**src/rtl/max7219_serial_driver.sv**
```systemverilog
// MAX7219 3-wire serial driver: snapshots eight digit patterns plus intensity on a strobe and shifts them out as 16-bit register writes.
// Latency: first DIN bit one cycle after the strobe. Each word takes 34*CLK_DIV cycles. A frame is 13 words after reset and 9 words after that.
// Backpressure: none. A strobe while busy is held as a single pending request, and that request starts the next frame straight from the last GAP.
module max7219_serial_driver #(
    parameter int CLK_DIV = 2
) (
    input  logic        i_clk,
    input  logic        i_reset,
    input  logic        i_stb,
    input  logic [63:0] i_digits,
    input  logic [3:0]  i_intensity,
    output logic        o_busy,
    output logic        o_serial_dout,
    output logic        o_serial_clk,
    output logic        o_serial_load
);

    typedef enum logic [2:0] {
        IDLE,
        FETCH,
        SHIFT,
        LATCH,
        GAP
    } state_t;

    localparam logic [7:0] DIV_LAST     = 8'(CLK_DIV - 1);
    localparam logic [3:0] IDX_INIT_END = 4'd3;   // the last configuration word (0x0B07)
    localparam logic [3:0] IDX_FRAME    = 4'd4;   // the intensity word, where every refresh frame starts
    localparam logic [3:0] IDX_LAST     = 4'd12;  // the digit 7 word

    // Word table. Indices 0..3 hold the configuration words, index 4 is intensity and indices 5..12 are digits 0..7.
    function automatic logic [15:0] word_sel(input logic [3:0]  idx,
                                             input logic [63:0] dig,
                                             input logic [3:0]  inten);
        logic [2:0] slot;
        slot = 3'(idx - 4'd5);
        case (idx)
            4'd0:    word_sel = 16'h0F00;
            4'd1:    word_sel = 16'h0C01;
            4'd2:    word_sel = 16'h0900;
            4'd3:    word_sel = 16'h0B07;
            4'd4:    word_sel = {12'h0A0, inten};
            default: word_sel = {4'h0, 4'(idx - 4'd4), dig[{slot, 3'b000} +: 8]};
        endcase
    endfunction

    state_t      state;
    logic [7:0]  cnt;
    logic [3:0]  bit_idx;
    logic [3:0]  word_idx;
    logic [15:0] word_q;
    logic [63:0] snap_digits;
    logic [3:0]  snap_int;
    logic        init_pending;
    logic        stb_pending;

    logic        phase_end;
    logic        req;
    logic        start_now;
    logic        advance;
    logic [3:0]  start_idx;
    logic [15:0] start_word;
    logic [3:0]  next_idx;
    logic [15:0] next_word;

    // Phase timing, and the choice of the first word of a new frame or the next word of the current frame.
    always_comb begin
        phase_end  = (cnt == DIV_LAST);
        req        = i_stb || stb_pending;
        start_now  = ((state == IDLE) && req) ||
                     ((state == GAP) && phase_end && (word_idx == IDX_LAST) && req);
        advance    = (state == GAP) && phase_end && (word_idx != IDX_LAST);
        start_idx  = init_pending ? 4'd0 : IDX_FRAME;
        start_word = word_sel(start_idx, i_digits, i_intensity);
        next_idx   = word_idx + 4'd1;
        next_word  = word_sel(next_idx, snap_digits, snap_int);
    end

    // Main sequencer. The FETCH cycle counts as the first clk-low cycle of bit 15, so a word is exactly 34*CLK_DIV cycles long.
    always_ff @(posedge i_clk or posedge i_reset) begin
        if (i_reset) begin
            state         <= IDLE;
            cnt           <= 8'd0;
            bit_idx       <= 4'd0;
            word_idx      <= 4'd0;
            word_q        <= 16'd0;
            snap_digits   <= 64'd0;
            snap_int      <= 4'd0;
            init_pending  <= 1'b1;
            stb_pending   <= 1'b0;
            o_busy        <= 1'b0;
            o_serial_dout <= 1'b0;
            o_serial_clk  <= 1'b0;
            o_serial_load <= 1'b0;
        end else begin
            if (i_stb && (state != IDLE)) begin
                stb_pending <= 1'b1;
            end

            case (state)
                IDLE: begin
                    o_busy <= 1'b0;
                end

                FETCH, SHIFT: begin
                    state <= SHIFT;
                    if (!phase_end) begin
                        cnt <= cnt + 8'd1;
                    end else begin
                        cnt <= 8'd0;
                        if (!o_serial_clk) begin
                            o_serial_clk <= 1'b1;
                        end else begin
                            o_serial_clk <= 1'b0;
                            if (bit_idx == 4'd0) begin
                                state         <= LATCH;
                                o_serial_dout <= 1'b0;
                                o_serial_load <= 1'b1;
                            end else begin
                                bit_idx       <= bit_idx - 4'd1;
                                o_serial_dout <= word_q[4'(bit_idx - 4'd1)];
                            end
                        end
                    end
                end

                LATCH: begin
                    if (!phase_end) begin
                        cnt <= cnt + 8'd1;
                    end else begin
                        cnt           <= 8'd0;
                        o_serial_load <= 1'b0;
                        state         <= GAP;
                        if (init_pending && (word_idx == IDX_INIT_END)) begin
                            init_pending <= 1'b0;
                        end
                    end
                end

                GAP: begin
                    if (!phase_end) begin
                        cnt <= cnt + 8'd1;
                    end else if (advance) begin
                        cnt           <= 8'd0;
                        word_idx      <= next_idx;
                        word_q        <= next_word;
                        bit_idx       <= 4'd15;
                        o_serial_dout <= next_word[15];
                        state         <= FETCH;
                    end else begin
                        cnt    <= 8'd0;
                        state  <= IDLE;
                        o_busy <= 1'b0;
                    end
                end

                default: begin
                    state <= IDLE;
                end
            endcase

            // Frame start from IDLE or from the end of the last GAP. This takes a fresh snapshot and overrides the IDLE entry above.
            if (start_now) begin
                snap_digits   <= i_digits;
                snap_int      <= i_intensity;
                stb_pending   <= 1'b0;
                word_idx      <= start_idx;
                word_q        <= start_word;
                bit_idx       <= 4'd15;
                cnt           <= 8'd0;
                o_serial_dout <= start_word[15];
                o_serial_clk  <= 1'b0;
                o_serial_load <= 1'b0;
                o_busy        <= 1'b1;
                state         <= FETCH;
            end
        end
    end

endmodule
```
**config.mk**
```make
export PLATFORM = sky130hd
export DESIGN_NAME = max7219_serial_driver
export DESIGN_NICKNAME = d
export VERILOG_FILES = /design/src/rtl/max7219_serial_driver.sv
export SDC_FILE = /design/constraint.sdc
export NUM_CORES = 1
export LEC_CHECK = 0
export ABC_CLOCK_PERIOD_IN_PS = 3710
export CORE_ASPECT_RATIO = 1.1
export CORE_MARGIN = 4
export CORE_UTILIZATION = 29
export DETAILED_ROUTE_END_ITERATION = 8
export SYNTH_ARGS = -nofsm -noshare
export SYNTH_HDL_FRONTEND = slang
export SYNTH_SLANG_ARGS = --single-unit
```
**constraint.sdc**
```tcl
create_clock -name i_clk -period 3.71 [get_ports i_clk]
set_clock_uncertainty 0.15 [all_clocks]
set_input_delay 0.371 -clock i_clk [delete_from_list [all_inputs] [get_ports i_clk]]
set_output_delay 0.371 -clock i_clk [all_outputs]
set_load 0.01 [all_outputs]
```
# Word-level counts from Yosys, hierarchy flattened
# Cells that the tools add are included.
[classes] reduce_logical=33 magnitude_cmp=1 n_addsub=7 eq_ne=25 mux=54 n_shift=2
[ops] operator="indexed part select 64 x 7 -> 8 bit" n=2
[ops] operator="case mux 12 bit (5 select lines)" n=2
[ops] operator="two-way mux 16 bit" n=4
[ops] operator="two-way mux 4 bit" n=10
[ops] operator="two-way mux 1 bit" n=25
[ops] operator="two-way mux 8 bit" n=3
[ops] operator="inequality test 3 bit (second input constant)" n=8
[ops] operator="== test 3 x 2 -> 1 bit (second input constant)" n=4
[ops] operator="== test 4 x 2 -> 1 bit (second input constant)" n=3
[ops] operator="logical NOT 4 bit" n=3
[ops] operator="two-way mux 3 bit" n=4
[ops] operator="case mux 3 bit (4 select lines)" n=1
[ops] operator="AND reduction 3 bit" n=4
[ops] operator="nonzero test 2 bit" n=6
[ops] operator="nonzero test 3 bit" n=4
[ops] operator="AND reduction 5 bit" n=2
[ops] operator="adder 8 x 1 -> 8 bit (second input constant)" n=1
[ops] operator="== test 8 x 1 -> 1 bit (second input constant)" n=1
[ops] operator="case mux 4 bit (2 select lines)" n=1
[ops] operator="logical AND 1 bit" n=7
[ops] operator="== test 3 x 1 -> 1 bit (second input constant)" n=2
[ops] operator="== test 3 bit (second input constant)" n=2
[ops] operator="case mux 1 bit (2 select lines)" n=3
[ops] operator="AND reduction 6 bit" n=1
[ops] operator="other kinds (17)" n=19
[word_totals] output_inout_bits=4 wordCells=135 in_bits=71 reg_bits=109

# Depth between registers and ports, before layout
# Gate-level depths: netlist of run 1.
[logic_depth] word_depth=8 ltp_mapped=12 depth_no_buf=8

# Worst setup path after synthesis of run 1
# OpenSTA, ideal clock, no wires.
[synth_path] kind="register to register" start="reg word_idx[0]" end="reg word_q[3]" stages_incl_launch_ff=12 arrival_time_ns=2.918 required_time_ns=3.432 path_slack_ns=0.513 setup_ns=0.128 n_path_buf=4 synth_period_minus_slack_ns=3.197 cell_sequence="dfrtp_1 buf_2 buf_1 inv_1 ha_1 or2_2 clkbuf_1 buf_2 mux4_2 mux2_2 a221oi_2 o31ai_1"
[synth_between] elab_chain_len=8 elab_cells_between_ends=23 cone_classes="add/sub: 2; eq/ne: 6; shift: 1; mux: 5; reduce/logical: 9"
[synth_lines] item="from (decl)" line_no="50" source="logic [3:0] word_idx;"
[synth_lines] item="from (signal assigned)" line_no="145" source="word_idx <= next_idx;"
[synth_lines] item="from (signal assigned)" line_no="167" source="word_idx <= start_idx;"
[synth_lines] item="adder 4 x 1 -> 4 bit" line_no="75" source="next_idx = word_idx + 4'd1;"
[synth_lines] item="subtractor 3 bit" line_no="36" source="slot = 3'(idx - 4'd5);"
[synth_lines] item="indexed part select 64 x 7 -> 8 bit" line_no="43" source="default: word_sel = {4'h0, 4'(idx - 4'd4), dig[{slot, 3'b000} +: 8]};"
[synth_lines] item="case mux 12 bit (5 select lines)" line_no="37" source="case (idx)"
[synth_lines] item="two-way mux 16 bit" line_no="143" source="end else if (advance) begin"
[synth_lines] item="two-way mux 16 bit" line_no="141" source="if (!phase_end) begin"
[synth_lines] item="two-way mux 16 bit" line_no="100" source="case (state)"
[synth_lines] item="two-way mux 16 bit" line_no="163" source="if (start_now) begin"
[synth_lines] item="to (signal assigned)" line_no="146" source="word_q <= next_word;"
[synth_lines] item="to (signal assigned)" line_no="168" source="word_q <= start_word;"
[synth_lines] item="to (decl)" line_no="51" source="logic [15:0] word_q;"
# Several ways; a longest one is shown, not always the timed one. The select of a mux whose other input is x is not followed.
# A chain may end at the register's enable or synchronous reset.

# Worst setup path after layout of run 1
[layout_path] start="reg word_idx[0]" end="reg snap_digits[7]"
[layout_between] elab_chain_len=4
[layout_lines] item="== test 4 bit" line_no="71" source="((state == GAP) && phase_end && (word_idx == IDX_LAST) && req);"
[layout_lines] item="logical AND 1 bit (2 in series)" line_no="71"
[layout_lines] item="logical OR 1 bit" line_no="70" source="start_now = ((state == IDLE) && req) ||"
[layout_lines] item="to (signal assigned)" line_no="164" source="snap_digits <= i_digits;"
[layout_lines] item="to (decl)" line_no="52" source="logic [63:0] snap_digits;"
# Every way passes these cells.

==> run summary, run 1 <==
TritonCTS built the clock tree. Synthesis inferred 105 register bits. The synthesized netlist occupies a cell area of 0.00538 mm2.

Buffers inserted during clock tree synthesis total 9. The leakage power summed over all cells is 0.00317 uW, and the average footprint of a synthesized cell is 9.01 um2. The horizontal extent of the die was 138 um; the wire length reported by the detailed router was 13.4 mm. The number of different library cells used by synthesis comes to 62. The logs give 5 for the number of detailed-routing iterations run before antenna repair and 0 for the overflow left after global routing. After detailed routing, the number of remaining DRC violations is 0. The total global routing track utilization came out at 13.8%. Subtracting the final worst setup slack from the clock period gives 2.90 ns. Dominant synthesized flop cell: sky130_fd_sc_hd__dfrtp_1. The endpoint identified for the worst register-to-register timing path is snap_digits[7]. The number of flops mapped to enable cells by yosys is 0, and the highest fanout seen on the critical path is 38. The logs give 4349 for the number of global-route vias before repair and 0.327 ns for the worst hold slack after final layout. The source-to-sink clock delay at the later pin of the worst-skew pair is 0.35 ns, and the number of input and output port buffers inserted is 74.

The tools report the number of antenna violations at the first check in global routing as 0. The first global-routing pass estimated 22.5 mm of wire. In this run the deepest clock path goes through 2 buffers. Counting cells, the worst reg-to-reg path comes to 8. Category of the critical setup timing path: flop to flop.

The highest clock rate came out at 345 MHz. The logs give 2320 uW for the overall power of the completed layout and 0 for the post-detailed-route count of antenna-violating nets. The final layout contains 741 nets. After Yosys synthesis, full adders, half adders and majority gates account for 2.79% of the synthesized area. In this run the core area contains 51 standard-cell rows. For this design the top-level I/O count stands at 75.

Total power density per cell area: 348 mW/mm2. The repair_antennas step left the layout with diodes totalling 0. The H-tree was split into 3 levels. The min-delay analysis places its worst path in the category flop to flop.

For the pin with the worst max-slew slack, the measured transition is 0.769 ns. The die area is 0.0208 mm2. The layout cell share with drive strength beyond 1 came out at 7.99%. The net count after synthesis came out at 680.

The initial utilization of the core area, before any placement, comes to 29.9%. Setup repair after global routing left no endpoint under its margin. After Yosys synthesis, and, or, nand and nor cells account for 24.7% of the synthesized area. After synthesis, the cell types taking the most area are sky130_fd_sc_hd__dfrtp_1, sky130_fd_sc_hd__nand2_1, sky130_fd_sc_hd__mux2i_1. For hold timing, the worst endpoint is snap_digits[20]. At the worst endpoint, the arrival time is 3.00 ns.

The tools report the data required time at the worst endpoint as 3.81 ns. The sequential area share after synthesis is 48.9%. Counting every sink on the clock net gives 105. The root buffer cell chosen for the clock tree is sky130_fd_sc_hd__clkbuf_16. Across the VDD grid, the largest voltage drop is 0.219 mV.

Entering global routing, the biggest net connects 61 pins. STA classifies the critical path startpoint as a flop. After synthesis, the largest family of logic cells by area is simple AND/OR/NAND/NOR gates.

In the final routed layout, each cell accounts on average for 14.8 um. The hold buffer count at cts came out at 0. Quantity of gates resized following cts: 0.

Setup violations remaining at the end of the flow were counted as 0. Counting flops with an async set or reset pin after synthesis yields a share of 100%. STA classifies the critical path endpoint as a flop.

The run gives 0 ns as the post-route setup TNS. The launch instance of the worst min-delay path was snap_digits[20]. The number of max-slew violations in the final report came out at 0. For the total of warnings raised by yosys, the log shows 0. The tools report the total via count after detailed routing as 4226. Hold violation total from the final report: 0. The number of setup buffers added after CTS is 0. The cell count after synthesis came out at 597. Yosys instantiated no cell more often than sky130_fd_sc_hd__nand2_1. Startpoint of the lowest-slack register-to-register path: word_idx[0].

The number of cells on the worst hold path was 2. The worst pin sits at a relative slew slack of 48.7%. The area fraction of the dominant cell type after synthesis came out at 48.4%.

Counting the fill cells in the layout gives 1861. Summed over all instances, the cell type with the most area after synthesis is sky130_fd_sc_hd__dfrtp_1. Area of the placeable core: 0.0180 mm2.

The detailed-route vias per instance came out at 4.69. Sorting the synthesized cells by how often they occur yields sky130_fd_sc_hd__nand2_1, sky130_fd_sc_hd__dfrtp_1, sky130_fd_sc_hd__o21ai_0. For this block, the initial DRC count from the detailed router was 247. The congestion estimate from routability-driven global placement came to 0.823. In the synthesized netlist, mux cells make up 7.93% of the area. The HPWL reported at the end of detailed placement came out at 9.79 mm.

The height of the chip is 151 um, and the clock-pin slew reported for the worst setup and hold paths after clock tree synthesis is 0.07 ns. Across the run, the number of max-cap violations was 0. The register-to-register setup slack came out at 0.81 ns. The post-synthesis to final-layout area growth is 24.1%, and the complex-gate fraction of the synthesized area is 10.7%. The final cycle utilization of the critical path works out to 78.2%. The run finished with clean final reports.

Of the total synthesized cell area, the portion taken by XOR and XNOR cells is 1.28%.
power by group:
group	switching (uW)	internal, uW
Combinational	53.7	77.7
Sequential	1.23	1140
Clock	435	612
Total	490	1830
cell usage in the layout, fill, tap and decap left out, drive strengths merged, types with 6 or more instances in the layout:
cell / count
nor3: 13
mux2i: 19
nor2: 25
nand2: 238
a21oi: 7
mux4: 8
buf: 7
clkdlybuf4s50: 74
o31ai: 6
inv: 11
nand3: 10
dfrtp: 104
o21ai: 28
ha: 12
clkbuf: 10
sequential cells by signal, indices dropped and copies added (netlist names):
signal         cells
stb_pending        1
o_serial_load      1
init_pending       1
cnt                8
bit_idx            4
o_serial_clk       1
snap_digits       64
snap_int           4
word_idx           4
o_busy             1
state              3
o_serial_dout      1
word_q            12
through the flow:
step           util [%]  instances  setup slack, ns  cell area (um2)
3_3_place_gp       35.3        885            0.854             6350
6_report           37.1        901            0.810             6680
4_1_cts            37.1        901            0.821             6680
3_5_place_dp       35.3        885            0.827             6350
2_1_floorplan         -        597            0.430             5380
5_1_grt            37.1        901            0.573             6680
metal layers:
metal / GRT usage, % / wire [um] / vias up
met1: 19.0 / 6320 / 1991
met3: 2.82 / 446 / 19
met2: 21.3 / 6280 / 76
li1: - / - / 2140
met4: 5.29 / 320 / 0
met5: 0 / 0 / -
worst max path at each step:
stage,endpoint,from,slack (ns)
2_1_floorplan,bit_idx[0],i_reset,0.43
3_3_place_gp,snap_digits[13],cnt[1],0.85
3_5_place_dp,snap_digits[55],cnt[1],0.83
4_1_cts,snap_digits[55],cnt[1],0.82
5_1_grt,snap_digits[6],word_idx[0],0.57
6_report,snap_digits[7],word_idx[0],0.81
cell type report:
cell class	count	area, um2	area share, %
Sequential cell	105	2630	39.4
Tap cell	238	298	4.46
Multi-Input combinational cell	449	2550	38.2
Inverter	12	47.5	0.712
Timing Repair Buffer	81	818	12.3
Clock inverter	6	91.3	1.37
Clock buffer	10	239	3.58
cells by family after synthesis:
family / Yosys count
buffers and inverters: 43
XOR/XNOR: 7
adder cells (fa/ha/maj): 12
AND/OR/NAND/NOR: 318
AO/OA/AOI/OAI: 80
flip-flops: 105
multiplexers: 32
worst max-delay path, cell delays in order (launching register included):
cell and delay, ns:
sky130_fd_sc_hd__dfrtp_1 0.49, sky130_fd_sc_hd__inv_1 0.28, sky130_fd_sc_hd__ha_1 0.25, sky130_fd_sc_hd__nand3_1 0.12, sky130_fd_sc_hd__o31ai_1 0.37, sky130_fd_sc_hd__nand3_2 0.49
sky130_fd_sc_hd__buf_4 0.45, sky130_fd_sc_hd__nand2_1 0.13, sky130_fd_sc_hd__nand2_1 0.05
Power figures use the tool's default switching activity.
==> run 2: changes to the inputs <==
--- a/config.mk
+++ b/config.mk
@@ -5,7 +5,7 @@
 export SDC_FILE = /design/constraint.sdc
 export NUM_CORES = 1
 export LEC_CHECK = 0
-export ABC_CLOCK_PERIOD_IN_PS = 3710
+export ABC_CLOCK_PERIOD_IN_PS = 2500
 export CORE_ASPECT_RATIO = 1.1
 export CORE_MARGIN = 4
 export CORE_UTILIZATION = 29
==> constraint.sdc (replaced) <==
create_clock -name i_clk -period 2.5 [get_ports i_clk]
set_clock_uncertainty 0.15 [all_clocks]
set_input_delay 0.25 -clock i_clk [delete_from_list [all_inputs] [get_ports i_clk]]
set_output_delay 0.25 -clock i_clk [all_outputs]
set_load 0.01 [all_outputs]
==> run summary, run 2 (synthesis results as in run 1) <==
The clock-pin slew reported for the worst setup and hold paths after clock tree synthesis is 0.07 ns (about the same). Average wire length per cell after detail routing: 14.5 um (-2.0%). The number of antenna violations at the first check in global routing is 0 (unchanged), and the final critical delay including setup and external delays is 2.44 ns (-0.459 ns).

The worst setup path is launched from a flop. The placed cell area came out at 0.00666 mm2 (+5.0%). The final critical-path setup slack came out at 0.0582 ns (-0.751 ns). The filler cell count is 1809 (-2.8%), and the layout cell share with drive strength beyond 1 is 14.7% (+6.7 points). The length of routed wiring on met1 was 6.35 mm (+0.46%); the horizontal extent of the die was 138 um (unchanged). The HPWL reported at the end of detailed placement was 10.1 mm (+3.4%).

From synthesis to final layout, the design area changed by 32.3%. The overflow left after global routing was 0 (unchanged). The maximum VDD drop was 0.307 mV (+40%); the maximum clock insertion buffer count was 2 (unchanged).

The highest layer touched by signal routing is met4. In this run the clock root is driven by a sky130_fd_sc_hd__clkbuf_16. Traced cell by cell, the critical path runs through inv_2 > ha_4 > or4b_4 > or2_4 > a211o_4 > buf_6 > a221oi_2 > o31ai_1. The initial core utilization is 29.9% (unchanged), and the die area is 0.0208 mm2 (unchanged). The height of the chip works out to 151 um (unchanged). The run gives 2.58 ns (-1.23 ns) as the data required time at the worst endpoint. Highest clock rate: 410 MHz (+19%). The number of design rule violations left after detail routing was 0 (unchanged). The final cycle utilization of the critical path works out to 97.7% (+19 points). In the layout the commonest cells are sky130_fd_sc_hd__nand2_1, sky130_fd_sc_hd__dfrtp_1, sky130_fd_sc_hd__clkdlybuf4s50_1. For the depth of the CTS H-tree, the log shows 3 (unchanged).

The largest stage delay on the critical path was 0.51 ns (+0.02 ns); the reported max-cap violation count was 0 (unchanged). For the final setup violation count, the log shows 0 (unchanged). On the critical path, the stage with the largest delay is an instance of sky130_fd_sc_hd__or4b_4.

For the number of max-slew violations in the final report, the log shows 0 (unchanged). The cell family contributing the most delay on the critical path is simple AND/OR/NAND/NOR gates. TritonCTS built the clock tree. The total met2 wirelength after detailed routing was 6.55 mm (+4.4%); the wire length reported by the detailed router was 13.6 mm (+1.9%). The placer's final routability congestion estimate is 0.890 (+8.1%), and the number of input and output port buffers inserted is 74 (unchanged). The tools report the wire length of the first global-routing pass as 22.6 mm (+0.43%).

In the final layout, the registers with the most flip-flops are snap_digits x64, word_q x12, cnt x8. The tools report the number of CTS-inserted buffers as 9 (unchanged). The critical path is of the flop to flop type. The leakage power summed over all cells was 0.00337 uW (+6.5%). The run gives 2.52 ns (-0.48 ns) as the data arrival at the endpoint of the critical path. The cell area after layout is 0.00712 mm2 (+6.7%), and the number of detailed-routing iterations run before antenna repair is 4 (-1). Headroom to the max-slew limit: 65.5% (+17 points). The post-detailed-route count of antenna-violating nets is 0 (unchanged). The most common cell after layout, fill and taps aside is sky130_fd_sc_hd__nand2_1. The total global routing track utilization is 13.8% (-0.029 points). The run gives 0 (unchanged) as the hold violation total from the final report. The type of the tightest min-delay check is primary input to async pin.

The overall power of the completed layout is 3430 uW (+48%). Setup repair after global routing could not meet its margin everywhere. Total power density per cell area: 482 mW/mm2 (+38%). The detailed-route vias per instance was 4.64 (-1.1%).

The count of routing violations after the opening detailed-route iteration was 303 (+23%); the worst-case setup slack after placement was -0.0482 ns (-0.876 ns). The transition time at the pin with the least slew margin works out to 0.514 ns (-0.255 ns). For the worst hold slack after final layout, the log shows 0.215 ns (-0.112 ns). The worst setup path is captured at a flop. The logs give 0.34 ns (about the same) for the source-to-sink clock delay at the later pin of the worst-skew pair and 54 (-11%) for the largest net degree at the start of global routing.

The area of the placeable core was 0.0180 mm2 (unchanged); the total inserted antenna cells was 0 (unchanged). The number of global-route vias before repair was 4430 (+1.9%). The post-route setup TNS is 0 ns (unchanged).

The highest fanout seen on the critical path was 10 (-74%); the count of standard-cell rows was 51 (unchanged). The number of top-level pins was 75 (unchanged); the number of nets in the layout was 777 (+4.9%). The run finished with clean final reports. The flip-flop count of the largest register, all copies and words added works out to 64 (unchanged). The total buffers and inverters traversed by the critical path works out to 2 (unchanged). Largest register by flop count: snap_digits.

Total via count after detailed routing: 4348 (+2.9%). Routed wire length on met3: 500 um (+12%). The number of sinks driven by the clock tree was 105 (unchanged).
## run 2: final timing paths
kind / startpoint / to / slack (ns) / cells past startpoint
min in group i_clk: i_digits[18] / snap_digits[18] / 0.28 / 3
hold / removal: i_reset / snap_digits[4] / 0.21 / 3
setup / recovery: cnt[1] / word_q[3] / 0.06 / 8
max in group asynchronous: i_reset / init_pending / 1.70 / 3
setup reg to reg: cnt[1] / word_q[3] / 0.06 / 8
hold reg to reg: snap_digits[51] / snap_digits[51] / 0.32 / 2
## run 2: where the power goes
part | total (uW) | internal (uW) | switching [uW]
Clock | 1510 | 878 | 635
Sequential | 1700 | 1700 | 3.04
Combinational | 218 | 132 | 86.0
## run 2: final cells by class
class	count	area (um2)	share of cell area (%)
Sequential cell	105	2630	36.9
Clock buffer	9	225	3.16
Inverter	12	56.3	0.791
Clock inverter	7	93.8	1.32
Timing Repair Buffer	117	1120	15.7
Multi-Input combinational cell	449	2700	37.9
Tap cell	238	298	4.18
## run 2: stage by stage
stage,instances,utilization [%]
2_1_floorplan,597,-
3_3_place_gp,916,37.0
3_5_place_dp,916,37.0
4_1_cts,934,38.9
5_1_grt,937,39.6
6_report,937,39.6
## run 2: repair_timing
| item | in CTS | in global routing |
|---|---|---|
| resized for setup | 3 | 17 |
| hold buffers | 0 | 0 |
| buffers inserted | 2 | 3 |
| endpoints found under the setup margin | 55 | 83 |
| pin swaps | 1 | 5 |
## run 2: worst reg2reg max path, cell delays in order (launching register included)
cell                       delay (ns)
sky130_fd_sc_hd__dfrtp_1         0.42
sky130_fd_sc_hd__inv_2           0.08
sky130_fd_sc_hd__ha_4            0.11
sky130_fd_sc_hd__or4b_4          0.51
sky130_fd_sc_hd__or2_4           0.28
sky130_fd_sc_hd__a211o_4         0.35
sky130_fd_sc_hd__buf_6           0.15
sky130_fd_sc_hd__a221oi_2        0.19
sky130_fd_sc_hd__o31ai_1         0.09
## run 2: metal layers
| metal | GRT usage, % | up-vias |
|---|---|---|
| li1 | - | 2205 |
| met1 | 18.7 | 2051 |
| met2 | 22.3 | 80 |
| met3 | 2.19 | 12 |
| met4 | 4.74 | 0 |
| met5 | 0 | - |
==> run 3: changes to the inputs <==
--- a/config.mk
+++ b/config.mk
@@ -5,7 +5,7 @@
 export SDC_FILE = /design/constraint.sdc
 export NUM_CORES = 1
 export LEC_CHECK = 0
-export ABC_CLOCK_PERIOD_IN_PS = 2500
+export ABC_CLOCK_PERIOD_IN_PS = 2100
 export CORE_ASPECT_RATIO = 1.1
 export CORE_MARGIN = 4
 export CORE_UTILIZATION = 29
==> constraint.sdc (replaced) <==
create_clock -name i_clk -period 2.1 [get_ports i_clk]
set_clock_uncertainty 0.15 [all_clocks]
set_input_delay 0.21 -clock i_clk [delete_from_list [all_inputs] [get_ports i_clk]]
set_output_delay 0.21 -clock i_clk [all_outputs]
set_load 0.01 [all_outputs]
==> run summary, run 3 (synthesis results as in run 1) <==
The maximum VDD drop was 0.372 mV (+21%). The number of top-level pins came out at 75 (unchanged). The hold violation total from the final report was 0 (unchanged); the portion of total power attributed to sequential cells was 50.6% (+1.0 points).

The total buffers and inverters traversed by the critical path works out to 4 (+2). The largest register by flop count is snap_digits. The tightest min-delay check is of the primary input to async pin type. The tools report the number of detailed-routing iterations run before antenna repair as 4 (unchanged). The post-route setup TNS is -21.72 ns (-21.72 ns), and the filler cell count is 1762 (-2.6%).

The largest registers in the layout are snap_digits x64, word_q x12, cnt x8. The data required time at the worst endpoint was 2.19 ns (-0.39 ns). For the number of max-slew violations in the final report, the log shows 0 (unchanged). The detailed-route vias per instance was 4.71 (+1.4%); the die area was 0.0208 mm2 (unchanged). Number of CTS-inserted buffers: 9 (unchanged). The count of standard-cell rows came out at 51 (unchanged).

Headroom to the max-slew limit: 64.2% (-1.3 points). The maximum clock insertion buffer count is 2 (unchanged), and the clock group share of total power is 42.6% (-1.5 points). The fraction of power spent switching nets came out at 24.3% (+3.2 points).

The count of routing violations after the opening detailed-route iteration was 345 (+14%); the total internal power was 3030 uW (+12%). The number of input and output port buffers inserted is 74 (unchanged). The cell family contributing the most delay on the critical path is simple AND/OR/NAND/NOR gates.

The startpoint identified for the worst register-to-register timing path is cnt[1]. The final cycle utilization of the critical path works out to 115% (+18 points). The logs give 0.814 (-8.6%) for the placer's final routability congestion estimate and 0 (unchanged) for the number of antenna violations at the first check in global routing. The logs give 413 MHz (+0.84%) for the highest clock rate and -0.32 ns (-0.38 ns) for the register-to-register setup slack. The data arrival at the endpoint of the critical path was 2.52 ns (about the same); the number of nets in the layout was 829 (+6.7%).

Highest fanout seen on the critical path: 3 (-7). The worst setup path is of the flop to flop kind. Most common cell after layout, fill and taps aside: sky130_fd_sc_hd__nand2_1. Relative to the synthesized area, the layout overhead comes to 43.6%. TritonCTS built the clock tree. The library cells used most frequently in the layout, excluding fill and tap cells, are sky130_fd_sc_hd__nand2_1, sky130_fd_sc_hd__dfrtp_1, sky130_fd_sc_hd__clkdlybuf4s50_1. Setup repair after global routing could not meet its margin everywhere. Hold buffer count at cts: 0 (unchanged). Largest stage delay on the critical path: 0.47 ns (-0.04 ns). The tools report the worst flop-to-flop path endpoint as word_idx[2]. The run gives -0.324 ns (-0.275 ns) as the worst-case setup slack after placement. The flow ran to the end, but the final reports show violations. Total inserted antenna cells: 0 (unchanged).

The logs give 0 (unchanged) for the overflow left after global routing and 0.0180 mm2 (unchanged) for the area of the placeable core. The layout cell share with drive strength beyond 1 came out at 22.0% (+7.2 points). For the initial core utilization, the log shows 29.9% (unchanged). The checks that failed: setup timing. Final setup violation count: 93 (+93). The tools report the number of design rule violations left after detail routing as 0 (unchanged).

The horizontal extent of the die works out to 138 um (unchanged). Root buffer cell: sky130_fd_sc_hd__clkbuf_16. The worst setup path is launched from a flop. The final critical delay including setup and external delays works out to 2.42 ns (-0.0205 ns). Number of sinks driven by the clock tree: 105 (unchanged). The total power density per cell area is 518 mW/mm2 (+7.4%).

The run gives 4827 (+9.0%) as the number of global-route vias before repair. HPWL reported at the end of detailed placement: 10.6 mm (+4.9%). The logs give -0.321 ns (-0.380 ns) for the final critical-path setup slack and 15.1 mm (+11%) for the wire length reported by the detailed router.

The source-to-sink clock delay at the later pin of the worst-skew pair came out at 0.36 ns (+0.02 ns). The tools report the kind of capture point of the worst setup path as a flop. The transition time at the pin with the least slew margin was 0.537 ns (+0.0232 ns); the wire length of the first global-routing pass was 25.1 mm (+11%). The length in cells of the worst reg-to-reg path is 10 (+2), and the clock-pin slew reported for the worst setup and hold paths after clock tree synthesis is 0.08 ns (about the same). The run gives 90 (+67%) as the largest net degree at the start of global routing. The flip-flop count of the largest register, all copies and words added came out at 64 (unchanged). The signal on the critical path passes through inv_1 > ha_1 > or4b_4 > buf_4 > o31ai_4 > buf_6 > nand3_4 > buf_12 > mux2i_1 > a22o_1. The logs give 0 (unchanged) for the post-detailed-route count of antenna-violating nets and 3 (unchanged) for the depth of the CTS H-tree.

The power dissipated by switching net loads is 972 uW (+34%). The total global routing track utilization came out at 15.5% (+1.8 points). The average wire length per cell after detail routing is 15.3 um (+5.3%), and the leakage power summed over all cells is 0.00369 uW (+9.4%). The height of the chip was 151 um (unchanged). The logs give 0 (unchanged) for the reported max-cap violation count and 6.8% (+0.5 points) for the share of power burned in combinational logic. The critical path's slowest cell was sky130_fd_sc_hd__or4b_4.

The total via count after detailed routing was 4655 (+7.1%).
[run 3: cell types whose count changed in the layout (fill, tap and decap cells not counted), moves of 3 or more]
cell and delta:
sky130_fd_sc_hd__buf_16 +4, sky130_fd_sc_hd__o21ai_1 +7, sky130_fd_sc_hd__buf_12 +4, sky130_fd_sc_hd__inv_6 +3
sky130_fd_sc_hd__nand3_1 -3, sky130_fd_sc_hd__o21ai_0 -8, sky130_fd_sc_hd__buf_6 +9, sky130_fd_sc_hd__buf_4 +30
sky130_fd_sc_hd__ha_2 +3
[run 3: timing repair]
action	4_1_cts	5_1_grt
pin swaps	11	3
setup endpoints to repair	93	101
setup buffers	9	3
gates cloned	7	0
endpoints found under the hold margin	0	0
gates resized for setup	30	16
[run 3: how the worst max path moves through the flow]
stage,startpoint,endpoint,cells after the start
after floorplan,word_idx[0],word_q[3],11
after global routing,cnt[1],word_idx[2],10
after global placement,cnt[1],word_q[4],8
after detailed placement,cnt[1],word_q[5],8
after CTS,cnt[1],word_q[6],8
final,cnt[1],word_idx[2],10
[run 3: cell type report]
type                    count  area, um2  share of cell area, %
clock buffers               9        225                   2.91
multi-input cells         451       2780                   36.0
inverters                  12       56.3                  0.729
well taps                 238        298                   3.85
clock inverters             7       66.3                  0.858
repair buffers            167       1670                   21.7
flip-flops and latches    105       2630                   34.0
[run 3: worst register-to-register path, stage by stage (launching register included)]
cell,delay (ns)
sky130_fd_sc_hd__dfrtp_1,0.37
sky130_fd_sc_hd__inv_1,0.06
sky130_fd_sc_hd__ha_1,0.12
sky130_fd_sc_hd__or4b_4,0.47
sky130_fd_sc_hd__buf_4,0.17
sky130_fd_sc_hd__o31ai_4,0.22
sky130_fd_sc_hd__buf_6,0.15
sky130_fd_sc_hd__nand3_4,0.11
sky130_fd_sc_hd__buf_12,0.19
sky130_fd_sc_hd__mux2i_1,0.12
sky130_fd_sc_hd__a22o_1,0.19
[run 3: through the flow]
step	hold slack (ns)	area [um2]	std cells	util (%)	power (uW)
floorplan	0.165	5630	597	-	2150
global placement	0.304	7020	954	39.0	2330
detailed placement	0.307	7020	954	39.0	2330
CTS	0.125	7650	986	42.5	4060
global route	0.152	7730	989	42.9	4160
finish	0.124	7730	989	42.9	4000
[run 3: power groups by stage]
stage                     clock (uW)  sequential, uW  combinational [uW]
after floorplan                    0            2060                82.2
after global placement             0            2060                 268
after detailed placement           0            2060                 265
after CTS                       1760            2020                 275
after global routing            1840            2020                 297
final                           1700            2020                 272
[run 3: layer usage]
layer	share of wire [%]	up-vias	global-route usage, %
li1	-	2321	-
met1	45	2248	20.3
met2	50	71	26.0
met3	2.7	15	2.33
met4	1.9	0	5.88
met5	0	-	0
